`config.mk`:
```
export PLATFORM = sky130hd
export DESIGN_NAME = ls_sequencer
export DESIGN_NICKNAME = d
export VERILOG_FILES = /design/src/rtl/ls_sequencer.sv
export SDC_FILE = /design/constraint.sdc
export NUM_CORES = 1
export LEC_CHECK = 0
export CAP_MARGIN = 5
export CELL_PAD_IN_SITES_DETAIL_PLACEMENT = 0
export CELL_PAD_IN_SITES_GLOBAL_PLACEMENT = 1
export CORE_ASPECT_RATIO = 0.6
export CORE_UTILIZATION = 38
export DETAILED_ROUTE_END_ITERATION = 12
export MAX_ROUTING_LAYER = met4
export PLACE_DENSITY_LB_ADDON = 0.1
export SYNTH_ARGS = -nofsm -noshare
export SYNTH_HDL_FRONTEND = slang
export SYNTH_SLANG_ARGS = --single-unit
```
`constraint.sdc`:
```
create_clock -name clk -period 2.76 [get_ports clk]
set_input_delay 0.276 -clock clk [delete_from_list [all_inputs] [get_ports clk]]
set_output_delay 0.276 -clock clk [all_outputs]
set_load 0.02 [all_outputs]
```
`src/rtl/ls_sequencer.sv`:
```
// ls_sequencer: APB-master sequencer that loads NumCoeffs coefficient
// registers, pulses start_work, streams FramePixels pixels into the datapath
// and then clears start_work.
// Optional build macro: LS_SEQ_PREADY_EN adds a PREADY input and stretches
// every APB access phase until PREADY is high.
module ls_sequencer #(
  parameter int Amba_Addr_Depth = 20,
  parameter int Amba_Word       = 24,
  parameter int PixelPrecision  = 8,
  parameter int NumCoeffs       = 7,
  parameter int FramePixels     = 32
) (
  input  logic                       clk,
  input  logic                       rst,
  input  logic                       go,
  output logic                       busy,
  output logic                       done,
  output logic                       underrun,
  input  logic [Amba_Word-1:0]       coeff_data,
  input  logic                       coeff_valid,
  output logic                       coeff_ready,
  input  logic [PixelPrecision-1:0]  pix_data,
  input  logic                       pix_valid,
  output logic                       pix_ready,
  output logic                       PSEL,
  output logic                       PENABLE,
  output logic                       PWRITE,
  output logic [Amba_Addr_Depth-1:0] PADDR,
  output logic [Amba_Word-1:0]       PWDATA,
`ifdef LS_SEQ_PREADY_EN
  input  logic                       PREADY,
`endif
  output logic [PixelPrecision-1:0]  ImInput
);

  typedef enum logic [2:0] {
    IDLE,
    CFG_SETUP,
    CFG_ACCESS,
    START_SETUP,
    START_ACCESS,
    STREAM,
    STOP_SETUP,
    STOP_ACCESS
  } state_t;

  localparam logic [15:0]                LastPix   = 16'(FramePixels - 1);
  localparam logic [Amba_Addr_Depth-1:0] LastCoeff = Amba_Addr_Depth'(NumCoeffs);

  state_t                      state, next_state;
  logic [Amba_Addr_Depth-1:0]  paddr_q, paddr_d;
  logic [Amba_Word-1:0]        pwdata_q, pwdata_d;
  logic [15:0]                 pix_cnt, pix_cnt_d;
  logic                        done_q, done_d;
  logic                        und_q, und_d;
  logic [PixelPrecision-1:0]   im_q, im_d;
  logic                        access_ok;

`ifdef LS_SEQ_PREADY_EN
  assign access_ok = PREADY;
`else
  assign access_ok = 1'b1;
`endif

  assign busy     = (state != IDLE);
  assign done     = done_q;
  assign underrun = und_q;
  assign ImInput  = im_q;
  assign PADDR    = paddr_q;
  assign PWRITE   = PSEL;

  // State and datapath registers; everything clears immediately on rst.
  always_ff @(posedge clk or posedge rst) begin
    if (rst) begin
      state    <= IDLE;
      paddr_q  <= '0;
      pwdata_q <= '0;
      pix_cnt  <= '0;
      done_q   <= 1'b0;
      und_q    <= 1'b0;
      im_q     <= '0;
    end else begin
      state    <= next_state;
      paddr_q  <= paddr_d;
      pwdata_q <= pwdata_d;
      pix_cnt  <= pix_cnt_d;
      done_q   <= done_d;
      und_q    <= und_d;
      im_q     <= im_d;
    end
  end

  // Next-state, APB phase outputs, handshakes and register updates.
  // paddr_q doubles as the coefficient index k. In CFG_SETUP the incoming
  // coefficient is forwarded straight onto PWDATA so the setup phase costs no
  // extra cycle; the same value is latched for the access phase.
  always_comb begin
    next_state  = state;
    paddr_d     = paddr_q;
    pwdata_d    = pwdata_q;
    pix_cnt_d   = pix_cnt;
    done_d      = 1'b0;
    und_d       = und_q;
    im_d        = im_q;
    PSEL        = 1'b0;
    PENABLE     = 1'b0;
    PWDATA      = pwdata_q;
    coeff_ready = 1'b0;
    pix_ready   = 1'b0;
    case (state)
      IDLE: begin
        if (go) begin
          next_state = CFG_SETUP;
          paddr_d    = Amba_Addr_Depth'(1);
          und_d      = 1'b0;
        end
      end
      CFG_SETUP: begin
        coeff_ready = 1'b1;
        if (coeff_valid) begin
          PSEL       = 1'b1;
          PWDATA     = coeff_data;
          pwdata_d   = coeff_data;
          next_state = CFG_ACCESS;
        end
      end
      CFG_ACCESS: begin
        PSEL    = 1'b1;
        PENABLE = 1'b1;
        if (access_ok) begin
          if (paddr_q == LastCoeff) begin
            next_state = START_SETUP;
            paddr_d    = '0;
            pwdata_d   = '1;
          end else begin
            next_state = CFG_SETUP;
            paddr_d    = paddr_q + Amba_Addr_Depth'(1);
          end
        end
      end
      START_SETUP: begin
        PSEL       = 1'b1;
        next_state = START_ACCESS;
      end
      START_ACCESS: begin
        PSEL    = 1'b1;
        PENABLE = 1'b1;
        if (access_ok) begin
          next_state = STREAM;
          pix_cnt_d  = '0;
        end
      end
      STREAM: begin
        pix_ready = 1'b1;
        if (pix_valid) begin
          im_d = pix_data;
        end else begin
          im_d  = '0;
          und_d = 1'b1;
        end
        if (pix_cnt == LastPix) begin
          pix_cnt_d  = '0;
          pwdata_d   = '0;
          next_state = STOP_SETUP;
        end else begin
          pix_cnt_d = pix_cnt + 16'd1;
        end
      end
      STOP_SETUP: begin
        PSEL       = 1'b1;
        next_state = STOP_ACCESS;
      end
      STOP_ACCESS: begin
        PSEL    = 1'b1;
        PENABLE = 1'b1;
        if (access_ok) begin
          done_d     = 1'b1;
          next_state = IDLE;
        end
      end
      default: next_state = IDLE;
    endcase
  end

endmodule

```
Yosys cells after proc, flatten, opt, wreduce, memory -nomap -nowiden:

Index checks and enable logic that the tools add are counted.

* memory bits (read-only): 0
* output and inout bits: 60
* bits in writable memories: 0
* memories: 0
* bits in latches: 0
* bits in registers: 73

* bitwise gates (word level): 0
* equal/unequal tests: 14
* shifts and indexed selects: 0
* $mul: 0
* reductions and logical operators: 12
* divide/modulo/power cells: 0
* magnitude comparators: 0
* muxes and demuxes: 25
* add/sub/neg operators: 2

Operators with widths (count)
* 2-to-1 mux 24 bit: 4
* case mux 24 bit (3 select lines): 1
* 2-to-1 mux 20 bit: 2
* case mux 20 bit (2 select lines): 1
* case mux 16 bit (2 select lines): 1
* case mux 3 bit (8 select lines): 1
* adder 20 x 1 -> 20 bit, second input constant: 1
* equality test 20 x 3 -> 1 bit, second input constant: 1
* adder 16 x 1 -> 16 bit, second input constant: 1
* equality test 16 x 5 -> 1 bit, second input constant: 1
* 2-to-1 mux 16 bit: 1
* equality test 3 bit, second input constant: 4
* inequality test 2 bit, second input constant: 5
* 2-to-1 mux 3 bit: 3
* AND reduction 3 bit: 3
* 2-to-1 mux 8 bit: 1
* 2-to-1 mux 1 bit: 7
* equality test 3 x 2 -> 1 bit, second input constant: 2
* nonzero test 2 bit: 3
* nonzero test 3 bit: 2
* OR reduction 5 bit: 1
* case mux 1 bit (2 select lines): 2
* equality test 3 x 1 -> 1 bit, second input constant: 1
* logical NOT 3 bit: 1
* 3 further kinds: 3

Depth between registers and ports, before layout:

* word-level depth: 3
* depth in mapped cells: 8
* gate-level depth less buffers: 6

Worst setup path before layout:

No wires, ideal clock.

* kind: register -> output
* start point: register state[0]
* end point: output PWDATA[10]
* setup slack: 409 ps
* data arrival time: 2075 ps
* buffers on the path: 3
* required time: 2484 ps
* stages on the path, launching flop included: 8
* cells stage by stage: dfrtp_1 -> clkbuf_1 -> nand2b_1 -> nor2_1 -> and2_1 -> clkbuf_1 -> buf_2 -> mux2_2

* cells in the longest elaborated chain, start to end: 2

Ends and longest elaborated chain
* start, declared: line 50 `state_t state, next_state;`
* start signal, assigned: line 83 `state <= next_state;`
* equality test 3 x 1 -> 1 bit: line 110 `case (state)`
* 2-to-1 mux 24 bit: line 110
* end, declared: line 29 `output logic [Amba_Word-1:0] PWDATA,`

No other way between the ends.

Worst setup path in the final report:

* start point: register state[1]
* end point: output PWDATA[11]

Same word-level chain as after synthesis.

==> reports/qor.csv <==
metric;value;unit
Syn. warnings;0;
Min-Delay Path Class;in2async;
library cells used by synthesis;45;
Starting DRT DRC Count;174;
clock root buffer;clkbuf_16;
CTS Buf Count;9;
Die Y;83.0;µm
layout cell share with drive strength beyond 1;11.8;%
post-synth top area share;43.9;%
Worst Slack Setup Final;116;ps
fin crit share;95.8;%
Critical Path End;PWDATA[11];
CP endpoint kind;output pin;
worst path cell trace;nand2b_1 -> nor2_1 -> and2_1 -> buf_12 -> mux2_2 -> clkdlybuf4s50_1;
Setup Crit Path Kind;reg2out;
CP peak stage delay;540;ps
top_reg_cell synth;dfrtp_1;
die area;11400;µm²
minimum clock period after layout;2640;ps
ANT nets after route;0;
worst setup path startpoint;state[1];
Max Fanout on Critical Path;24;
clock power share;17.1;%
pin count of the biggest net entering global routing;63;
Final Setup Violations;0;
setup total negative slack;0;ps
Total Nets Final;584;
Lkg Pwr;2.54;nW
synthesized net count;484;
fin. max-slew vios;0;
Required @ worst endpoint;2480;ps
vias;3731;
clk buf depth;2;
routed vias/inst;5.42;
Reg clk slew, reported paths;60;ps
post-synthesis sequential area ratio;43.9;%
post-synthesis register bit count;73;
hold buffers post-CTS;0;
Startpoint Class;flop;
Net Sw Frac;41.3;%
worst slew pin tran;787;ps
VDD IR-drop max;0.000611;V
total wire length;11100;µm
Clock Latency Late Sink;340;ps
Mean Syn Cell Area;9.34;µm²
R2R Path Start;PADDR[12];
FMAX;378;MHz
Pint;3.65;mW
CTS tree;yes;
Pre-Repair DR Iteration Count;4;
EDFF count, synth;0;
R2R depth;6;
Final Instance Count excl. Fillers;688;
Fin. Hold Viols;0;
Area Overhead vs Synth;35.9;%
Syn Inst Count;445;
clock tree sinks;73;
switching power;2.57;mW
IO Pins;97;
Logic pwr share;54.5;%
Rel. slew slack;47.1;%
pwr/cell area;1100;nW/µm²
commonest cells in the netlist;dfrtp_1, nand2_1, nor2_1;
r2r endpoint;PADDR[13];
critical path data arrival time;2370;ps
placed insts;672;
cell taking the most area after synthesis;dfrtp_1;
IO Port Bufs;96;
slowest stage cell on the critical path;clkdlybuf4s50_1;
Max-cap violations;0;
WL/cell;16.2;µm
first-pass GRT wire length;18600;µm
skew final;8.65;ps
most frequent cell after synthesis;dfrtp_1;
synthesized cell area;4160;µm²
Antenna Cells;0;
pre-CTS setup slack;340;ps
Initial Util;39.2;%
worst reg2reg setup slack;460;ps
Area contributors post-synth;dfrtp_1, mux2_2, mux2i_1, o22a_1, nand2_1;
core area;10600;µm²
status;finished clean;
register share of total power;28.3;%
# DRC;0;
vias in the first global route;3611;
GRT Residual Overflow;0;
Final HPWL DP;7680;µm
initial antenna violation count;0;
Rows;29;
H-tree Lvls;3;
asr flop ratio synth;100;%
placer's final routability congestion estimate;0.827;
DIE WIDTH;137;µm
All-Layer GR Usage;21.5;%
[metrics by stage]
stage          area (µm²)  hold WS, ps  total power, mW  utilization, %
2_1_floorplan        4160          421             3.85               -
3_3_place_gp         5320          450             5.12            50.2
3_5_place_dp         5320          457             5.20            50.2
4_1_cts              5590          213             6.30            52.8
5_1_grt              5650          226             6.67            53.3
6_report             5650          206             6.22            53.3
[power groups by stage]
| stage | clock, mW | combinational (mW) | sequential (mW) |
|---|---|---|---|
| final | 1.07 | 3.39 | 1.76 |
| after global routing | 1.15 | 3.68 | 1.83 |
| after CTS | 1.10 | 3.44 | 1.76 |
| after detailed placement | 0 | 3.43 | 1.77 |
| after global placement | 0 | 3.36 | 1.76 |
| after floorplan | 0 | 1.98 | 1.86 |
[worst min path at each step]
stage / from / end / slack [ps]
2_1_floorplan: pix_data[0] / ImInput[0] / 420
3_3_place_gp: ImInput[2] / ImInput[2] / 450
3_5_place_dp: ImInput[6] / ImInput[6] / 460
4_1_cts: rst / PADDR[5] / 210
5_1_grt: rst / PADDR[3] / 230
6_report: rst / PADDR[5] / 210
[per-layer routing]
layer / global-route usage, % / wire [µm]
met2: 30.6 / 4790
met1: 30.5 / 5670
met5: - / 0
met4: 5.49 / 97
met3: 5.31 / 571
[cell families after synthesis]
logic type,Yosys count,synth area share (%)
muxes,52,13.3
xor gates and xnor gates,6,1.26
and+or+nand+nor,186,22.0
adders and majority gates,2,0.602
DFF,73,43.9
buffers and inverters,36,4.06
AOI/OAI and AO/OA,90,14.9
[state kept, by name, summed over array words and instances (netlist names)]
signal,count
ImInput,8
state,3
done,1
underrun,1
pix_cnt,16
PADDR,20
pwdata_q,24
[cell type report]
class                      instances  area, µm²
sequential                        73       1830
clock buffer                      10        239
multi-input combinational        336       2160
clock inverter                     5       32.5
fill                             964       4940
timing repair buffer             115       1180
inverter                          10       37.5
tap                              139        174
[worst max-delay path, delay by kind of cell (launching register included)]
kind | cells | cell delay (ps)
DFF | 1 | 370
and+or+nand+nor | 3 | 570
muxes | 1 | 350
buffers and inverters | 2 | 730
[layout by cell type (no fill, tap or decap), drive strengths merged, types with 5 or more instances in the layout]
cell | netlist | final
nor2 | 41 | 41
nor3 | 7 | 7
o21ai | 24 | 24
clkbuf | 15 | 10
mux2i | 27 | 27
nand2 | 55 | 55
dfrtp | 73 | 73
or3 | 9 | 9
a21o | 7 | 7
inv | 9 | 9
mux2 | 25 | 25
nand3 | 35 | 35
nor4 | 10 | 10
nand4 | 5 | 5
a31oi | 8 | 8
a21oi | 16 | 16
dlymetal6s2s | 0 | 19
o22a | 25 | 25
or4 | 5 | 5
and3 | 8 | 8
buf | 11 | 19
clkinv | 1 | 6
clkdlybuf4s50 | 0 | 77
[repair_timing]
action / in CTS / in global routing
gates resized for setup: 0 / 19
endpoints found under the setup margin: 0 / 19
setup buffers: 0 / 0
(Power assumes the default switching activity.)
